`src/rtl/arrhythmia_pkg.sv`:
```
// -----------------------------------------------------------------------------
// arrhythmia_pkg
// Shared definitions for the arrhythmia scoring block: scoring FSM state
// encoding and the default score width / run length.
// No ports (package).
// -----------------------------------------------------------------------------
package arrhythmia_pkg;

    localparam int DEFAULT_BITSIZE  = 20;
    localparam int DEFAULT_MAX_DATA = 101;

    typedef enum logic [1:0] {
        IDLE       = 2'd0,
        RUN        = 2'd1,
        WAIT_LABEL = 2'd2,
        DONE       = 2'd3
    } state_t;

endpackage : arrhythmia_pkg

```
`src/rtl/sm_compare.sv`:
```
// -----------------------------------------------------------------------------
// sm_compare
// Combinational "a > b" for sign-magnitude operands (MSB = sign, remaining
// bits = magnitude). +0 and -0 compare equal.
// Ports:
//   a, b    : input  [BITSIZE-1:0] sign-magnitude operands
//   a_gt_b  : output               1 when a is strictly greater than b
// -----------------------------------------------------------------------------
module sm_compare
    import arrhythmia_pkg::*;
#(
    parameter int BITSIZE = DEFAULT_BITSIZE
) (
    input  logic [BITSIZE-1:0] a,
    input  logic [BITSIZE-1:0] b,
    output logic               a_gt_b
);

    logic               a_neg;
    logic               b_neg;
    logic [BITSIZE-2:0] a_mag;
    logic [BITSIZE-2:0] b_mag;

    assign a_neg = a[BITSIZE-1];
    assign b_neg = b[BITSIZE-1];
    assign a_mag = a[BITSIZE-2:0];
    assign b_mag = b[BITSIZE-2:0];

    always_comb begin
        // NOTE: a_gt_b is assigned on every path so no latch is inferred.
        a_gt_b = 1'b0;
        if ((a_mag == '0) && (b_mag == '0)) begin
            a_gt_b = 1'b0;                 // both zeros, whatever their signs
        end else if (a_neg != b_neg) begin
            a_gt_b = !a_neg;               // the non-negative one is larger
        end else if (!a_neg) begin
            a_gt_b = (a_mag > b_mag);
        end else begin
            a_gt_b = (a_mag < b_mag);      // both negative: smaller magnitude wins
        end
    end

endmodule : sm_compare

```
`src/rtl/arrhythmia_score_unit.sv`:
```
// -----------------------------------------------------------------------------
// arrhythmia_score_unit
// Scores a binary classifier run: each done_flag delivers scores {y1,y2};
// pred = (y1 > y2) in sign-magnitude. Each prediction is paired with a
// ground-truth label (one-entry buffer, or same-cycle bypass) and counted.
// Optional macro ARRHY_SCORE_CONFUSION_EN adds confusion-matrix counters.
// Ports:
//   clk, reset            : clock, synchronous active-high reset
//   start, num_cases      : begin a run of num_cases cases
//   y, done_flag          : classifier scores {y1,y2} and their valid pulse
//   label_valid/label/label_ready : ground-truth handshake
//   pred, pred_valid      : scored prediction and its one-cycle strobe
//   total_count, true_count : cases scored / cases correct (saturating)
//   run_done, overrun     : run complete (level) / unexpected done_flag (sticky)
//   tp/tn/fp/fn_count     : confusion counters (ARRHY_SCORE_CONFUSION_EN only)
// -----------------------------------------------------------------------------
module arrhythmia_score_unit
    import arrhythmia_pkg::*;
#(
    parameter  int BITSIZE  = DEFAULT_BITSIZE,
    parameter  int MAX_DATA = DEFAULT_MAX_DATA,
    localparam int CW       = $clog2(MAX_DATA + 1)
) (
    input  logic                 clk,
    input  logic                 reset,
    input  logic                 start,
    input  logic [CW-1:0]        num_cases,
    input  logic [2*BITSIZE-1:0] y,
    input  logic                 done_flag,
    input  logic                 label_valid,
    input  logic                 label,
    output logic                 label_ready,
    output logic                 pred,
    output logic                 pred_valid,
    output logic [CW-1:0]        total_count,
    output logic [CW-1:0]        true_count,
    output logic                 run_done,
    output logic                 overrun
`ifdef ARRHY_SCORE_CONFUSION_EN
    ,
    output logic [CW-1:0]        tp_count,
    output logic [CW-1:0]        tn_count,
    output logic [CW-1:0]        fp_count,
    output logic [CW-1:0]        fn_count
`endif
);

    localparam logic [CW-1:0] CNT_MAX = CW'(MAX_DATA);

    function automatic logic [CW-1:0] sat_inc(input logic [CW-1:0] x);
        return (x >= CNT_MAX) ? x : x + CW'(1);
    endfunction

    state_t        state_q, state_d;
    logic [CW-1:0] num_cases_q, num_cases_d;
    logic [CW-1:0] total_q, total_d;
    logic [CW-1:0] true_q, true_d;
    logic          pred_q, pred_d;
    logic          pred_valid_q, pred_valid_d;
    logic          pend_pred_q, pend_pred_d;   // prediction waiting for its label
    logic          buf_full_q, buf_full_d;
    logic          buf_label_q, buf_label_d;
    logic          overrun_q, overrun_d;

    logic          y_gt;
    logic          ready;
    logic          xfer;
    logic          run_clear;
    logic          score_en;
    logic          score_pred;
    logic          score_label;

    sm_compare #(.BITSIZE(BITSIZE)) u_sm_compare (
        .a      (y[2*BITSIZE-1:BITSIZE]),
        .b      (y[BITSIZE-1:0]),
        .a_gt_b (y_gt)
    );

    assign ready = !buf_full_q && ((state_q == RUN) || (state_q == WAIT_LABEL));
    assign xfer  = label_valid && ready;

    always_comb begin
        state_d      = state_q;
        num_cases_d  = num_cases_q;
        total_d      = total_q;
        true_d       = true_q;
        pred_d       = pred_q;
        pred_valid_d = 1'b0;
        pend_pred_d  = pend_pred_q;
        buf_full_d   = buf_full_q;
        buf_label_d  = buf_label_q;
        overrun_d    = overrun_q;
        run_clear    = 1'b0;
        score_en     = 1'b0;
        score_pred   = 1'b0;
        score_label  = 1'b0;

        unique case (state_q)
            IDLE, DONE: begin
                if (start) begin
                    run_clear   = 1'b1;
                    num_cases_d = num_cases;
                    total_d     = '0;
                    true_d      = '0;
                    overrun_d   = 1'b0;
                    buf_full_d  = 1'b0;
                    state_d     = (num_cases == '0) ? DONE : RUN;
                end else if (done_flag) begin
                    overrun_d = 1'b1;
                end
            end
            RUN: begin
                if (done_flag) begin
                    if (buf_full_q) begin
                        score_en    = 1'b1;
                        score_pred  = y_gt;
                        score_label = buf_label_q;
                        buf_full_d  = 1'b0;
                    end else if (xfer) begin
                        // Label arriving with the scores belongs to this case.
                        score_en    = 1'b1;
                        score_pred  = y_gt;
                        score_label = label;
                    end else begin
                        pend_pred_d = y_gt;
                        state_d     = WAIT_LABEL;
                    end
                end else if (xfer) begin
                    buf_full_d  = 1'b1;
                    buf_label_d = label;
                end
            end
            WAIT_LABEL: begin
                if (done_flag) begin
                    overrun_d = 1'b1;
                end
                if (xfer) begin
                    score_en    = 1'b1;
                    score_pred  = pend_pred_q;
                    score_label = label;
                    state_d     = RUN;
                end
            end
            default: state_d = IDLE;
        endcase

        if (score_en) begin
            pred_d       = score_pred;
            pred_valid_d = 1'b1;
            total_d      = sat_inc(total_q);
            if (score_pred == score_label) begin
                true_d = sat_inc(true_q);
            end
            if (total_d >= num_cases_q) begin
                state_d = DONE;
            end
        end
    end

    always_ff @(posedge clk) begin
        // NOTE: sequential state uses non-blocking assignments so every flop
        // samples the pre-edge values regardless of statement order.
        if (reset) begin
            state_q      <= IDLE;
            num_cases_q  <= '0;
            total_q      <= '0;
            true_q       <= '0;
            pred_q       <= 1'b0;
            pred_valid_q <= 1'b0;
            pend_pred_q  <= 1'b0;
            buf_full_q   <= 1'b0;
            buf_label_q  <= 1'b0;
            overrun_q    <= 1'b0;
        end else begin
            state_q      <= state_d;
            num_cases_q  <= num_cases_d;
            total_q      <= total_d;
            true_q       <= true_d;
            pred_q       <= pred_d;
            pred_valid_q <= pred_valid_d;
            pend_pred_q  <= pend_pred_d;
            buf_full_q   <= buf_full_d;
            buf_label_q  <= buf_label_d;
            overrun_q    <= overrun_d;
        end
    end

    assign label_ready = ready;
    assign pred        = pred_q;
    assign pred_valid  = pred_valid_q;
    assign total_count = total_q;
    assign true_count  = true_q;
    assign run_done    = (state_q == DONE);
    assign overrun     = overrun_q;

`ifdef ARRHY_SCORE_CONFUSION_EN
    logic [CW-1:0] tp_q, tp_d, tn_q, tn_d, fp_q, fp_d, fn_q, fn_d;

    always_comb begin
        tp_d = tp_q;
        tn_d = tn_q;
        fp_d = fp_q;
        fn_d = fn_q;
        if (run_clear) begin
            tp_d = '0;
            tn_d = '0;
            fp_d = '0;
            fn_d = '0;
        end else if (score_en) begin
            unique case ({score_pred, score_label})
                2'b11:   tp_d = sat_inc(tp_q);
                2'b00:   tn_d = sat_inc(tn_q);
                2'b10:   fp_d = sat_inc(fp_q);
                default: fn_d = sat_inc(fn_q);
            endcase
        end
    end

    always_ff @(posedge clk) begin
        if (reset) begin
            tp_q <= '0;
            tn_q <= '0;
            fp_q <= '0;
            fn_q <= '0;
        end else begin
            tp_q <= tp_d;
            tn_q <= tn_d;
            fp_q <= fp_d;
            fn_q <= fn_d;
        end
    end

    assign tp_count = tp_q;
    assign tn_count = tn_q;
    assign fp_count = fp_q;
    assign fn_count = fn_q;
`endif

endmodule : arrhythmia_score_unit

```
`config.mk`:
```
export PLATFORM = sky130hd
export DESIGN_NAME = arrhythmia_score_unit
export DESIGN_NICKNAME = d
export VERILOG_FILES = /design/src/rtl/arrhythmia_pkg.sv /design/src/rtl/sm_compare.sv /design/src/rtl/arrhythmia_score_unit.sv
export SDC_FILE = /design/constraint.sdc
export NUM_CORES = 1
export LEC_CHECK = 0
export CELL_PAD_IN_SITES_DETAIL_PLACEMENT = 0
export CELL_PAD_IN_SITES_GLOBAL_PLACEMENT = 1
export CORE_ASPECT_RATIO = 0.75
export CORE_MARGIN = 4
export CORE_UTILIZATION = 31
export CTS_CLUSTER_DIAMETER = 120
export DETAILED_ROUTE_END_ITERATION = 8
export GPL_ROUTABILITY_DRIVEN = 0
export HOLD_SLACK_MARGIN = 0.06
export PLACE_DENSITY_LB_ADDON = 0.1
export SETUP_SLACK_MARGIN = 0.15
export SYNTH_ARGS = -nofsm -noshare
export SYNTH_HDL_FRONTEND = slang
export SYNTH_SLANG_ARGS = --single-unit
export TNS_END_PERCENT = 100
```
`constraint.sdc`:
```
create_clock -name clk -period 3.1 [get_ports clk]
set_clock_uncertainty 0.05 [all_clocks]
set_input_delay 0.465 -clock clk [delete_from_list [all_inputs] [get_ports clk]]
set_output_delay 0.465 -clock clk [all_outputs]
set_load 0.03 [all_outputs]
```
==> run summary <==
• 13100 µm — global-route wire length before repair
• 59 — Cell variety after synth
• 1.73 nW — leakage power
• 6070 µm — estimated wirelength of the detail-placed design
• sky130_fd_sc_hd__dfxtp_1, sky130_fd_sc_hd__ha_1, sky130_fd_sc_hd__nand2_1 — main area contributors after synthesis
• 0 — initial antenna violation count
• 2 — Max Buffers Root-to-Sink
• 0 — max-capacitance violation count
• -0.457 ns — placement-stage worst setup slack
• 65.0% — signed area change from the synthesized netlist to the final layout
• 4.98 — ratio of routed vias to standard cells
• 0.408 ns — final hold slack
• 16.4% — overall routing resource usage
• 4 — Pre-antenna DRT Iters
• 2 — Cells on Worst Hold Path
• 0.00253 mm² — post-synthesis instance area
• 0.00792 mm² — core outline area
• 0 — GR Overflow Total
• 2.92 ns — final period demand of the worst path
• 3.21 ns — required time reported for the critical path endpoint
• 28 — number of rows created at floorplan
• 0.08 ns — Reg clk slew, reported paths
• 0.667 mW — Sw Pwr
• 0.320 mV — IR Drop Worst-Case VDD
• sky130_fd_sc_hd__buf_4, sky130_fd_sc_hd__nand2_1, sky130_fd_sc_hd__clkdlybuf4s50_1 — most frequent cells in the layout
• 0 — remaining number of nets flagged by the antenna check after routing
• 0.00968 mm² — Total Die Area
• 0% — fraction of registers with async set or reset after synthesis
• inv_2 > ha_4 > o31a_1 > o311ai_4 > buf_6 > xnor2_2 > ha_1 > nand2b_4 > a21o_1 > a21o_1 > a21o_1 > a21o_1 > a21oi_2 > nor2b_1 > o21ai_2 > a21oi_1 — cell breakdown of the critical path
• reg2reg — worst hold path class
• 7960 µm — total detailed-routing wirelength
• 0.35 ns — crit-path max cell delay
• 6 — maximum fanout count along the critical path
• sky130_fd_sc_hd__dfxtp_4 — cell type of the slowest stage on the worst timing path
• 23.0% — top cell type's share of synthesized area
• 0 — Hold-fix buffers, CTS
• flop — nature of the critical path startpoint
• yes — RSZ-0062 raised after global routing
• 5 — total CTS buffers
• 412 mW/mm² — power per cell area
• 31.9% — initial cell density of the core
• 14.2 µm — wire length per cell after detailed routing
• 333 — cells after synthesis
• 0 — ant diodes
• 0 — number of setup violations in the final report
• 0.00363 mm² — placed inst area
• 420 — synthesized netlist net count
• 0 — detailed-route DRC error count
• sky130_fd_sc_hd__clkbuf_8 — CTS root buffer
• 58.7% — slew margin rel.
• 25.7% — share of total power in sequential cells
• 24.5% — clock power share
• 24 — pin count of the biggest net entering global routing
• 71 — IO buf count
• 539 — dpl cells
• sky130_fd_sc_hd__dfxtp_1 — dominant synthesized flop cell
• 29 — flops & latches, synth
• 2 — # H-tree levels
• 0.18 ns — minimum setup slack among reg-to-reg paths
• 0 — final count of hold timing violations
• 112 — DRC violation total after the first TritonRoute iteration
• 112 µm — Chip Width
• completed — result of the run
• 0.618 ns — slew at the pin closest to its max-slew limit
• sky130_fd_sc_hd__dfxtp_1 — post-synth top area cell
• 1.05 mW — internal power consumption
• 86.2 µm — die height
• 0.00417 mm² — Final Instance Area
• 2715 — vias in the first global route
• 2791 — via count
• 542 — final layout net count
• 49.8% — Comb pwr share
• 561 — fin cells
• num_cases_q[2] — destination of the worst hold path
• 31.6% — fraction of layout cells with a size suffix above 1
• 0 — count of synthesis-stage warnings from yosys
• state_q[1] — Crit Reg-Reg Endpoint
• total_count[1] — reg2reg start
• reg2reg — critical path start-end classification
• 16 — number of cells traversed by the worst register-to-register path
• 72 — I/O Pins
• sky130_fd_sc_hd__a21o_1 — Critical Path Most Common Cell
• 3.03 ns — Arr. time, crit path
• 94.0% — fin crit share
• 29 — count of clock tree sinks
• 0.29 ns — worst skew pair latency
• 343 MHz — highest achievable clock rate
• 23.0% — sequential-to-total area share from yosys stat
• 7.59 µm² — average footprint of a synthesized cell
• flop — Crit. End Element
• num_cases_q[2] — start point of the worst hold path
• 0.185 ns — worst-case setup margin in the final layout
• 1.72 mW — Total Power
• 0 — max-slew violation count
• built — CTS tree
• total_count[1] — first element of the critical path
• 38.8% — switching power share of the total
• 0 — number of synthesized flops with an enable pin
• sky130_fd_sc_hd__buf_4 — most common library cell in the layout ignoring fill and taps
==> cells by family after synthesis <==
family	after synthesis	synth area share [%]
AO/OA/AOI/OAI	87	23.6
XOR/XNOR	5	1.73
adder cells (fa/ha/maj)	34	16.8
buffers and inverters	41	6.68
flip-flops	29	23.0
multiplexers	1	0.396
AND/OR/NAND/NOR	136	27.8
==> power by group through the flow <==
stage	Clock, mW	Sequential (mW)	Combinational (mW)
floorplan	0	0.466	0.484
global placement	0	0.449	0.787
detailed placement	0	0.450	0.789
CTS	0.433	0.442	0.839
global route	0.449	0.448	0.954
finish	0.421	0.442	0.856
==> sequential cells by signal, summed over array words and instances, names as in the netlist <==
name	flops
buf_full_q	1
buf_label_q	1
num_cases_q	7
overrun	1
pend_pred_q	1
pred	1
pred_valid	1
state_q	2
total_count	7
true_count	7
==> how the worst max path moves through the flow <==
stage                                to
final                        state_q[1]
after global routing         state_q[0]
after CTS                    state_q[1]
after detailed placement  true_count[6]
after global placement    true_count[5]
after floorplan              state_q[1]
==> Yosys cell counts, drive strengths merged, types with 2 or more instances <==
cell type  count
clkbuf         5
and2           2
nor4          12
inv           34
o31ai          3
a41oi          2
nor2b          2
or3            4
nand3         17
nor3b          2
or4            2
o31a           2
o21ai         16
o41ai          2
a21boi         2
nand2         48
o311ai         2
a21oi         32
xnor2          4
and4           2
nand2b         3
a31oi          3
nand4          9
nor2          19
a211o          3
and3           4
ha            34
a21o           5
buf            2
a211oi         6
o21bai         2
nor3           6
dfxtp         29
==> cell type report <==
class                      instances  area, µm²
inverter                          34        128
timing repair buffer             122       1050
tap                              105        131
multi-input combinational        263       2160
fill                             803       3750
clock inverter                     1       30.0
clock buffer                       7       86.3
sequential                        29        586
==> worst max-delay path, delay by kind of cell (launching register included) <==
family                     cells  cell delay [ns]
AOI/OAI and AO/OA              9             1.49
xor gates and xnor gates       1             0.11
adders and majority gates      2             0.38
buffers and inverters          2             0.21
DFF                            1             0.35
and+or+nand+nor                2             0.19
==> per-stage QoR <==
stage | TNS [ns] | util (%)
final | 0 | 52.7
after CTS | 0 | 51.3
after detailed placement | -3.07 | 45.9
after global placement | -2.74 | 45.9
after global routing | 0 | 52.7
after floorplan | 0 | -
==> metal layers <==
metal | vias to the layer above | wire length, µm | track usage [%]
met5 | - | 0 | 0
met4 | 0 | 45 | 3.06
met3 | 7 | 275 | 3.28
met2 | 45 | 3380 | 23.5
met1 | 1285 | 4260 | 25.2
li1 | 1454 | - | -
==> timing repair <==
| item | 4_1_cts | 5_1_grt |
|---|---|---|
| buffers inserted | 8 | 6 |
| resized for setup | 86 | 37 |
| setup endpoints to repair | 9 | 9 |
| pin swaps | 42 | 17 |
| hold endpoints to repair | 0 | 0 |
(Power assumes the default switching activity.)
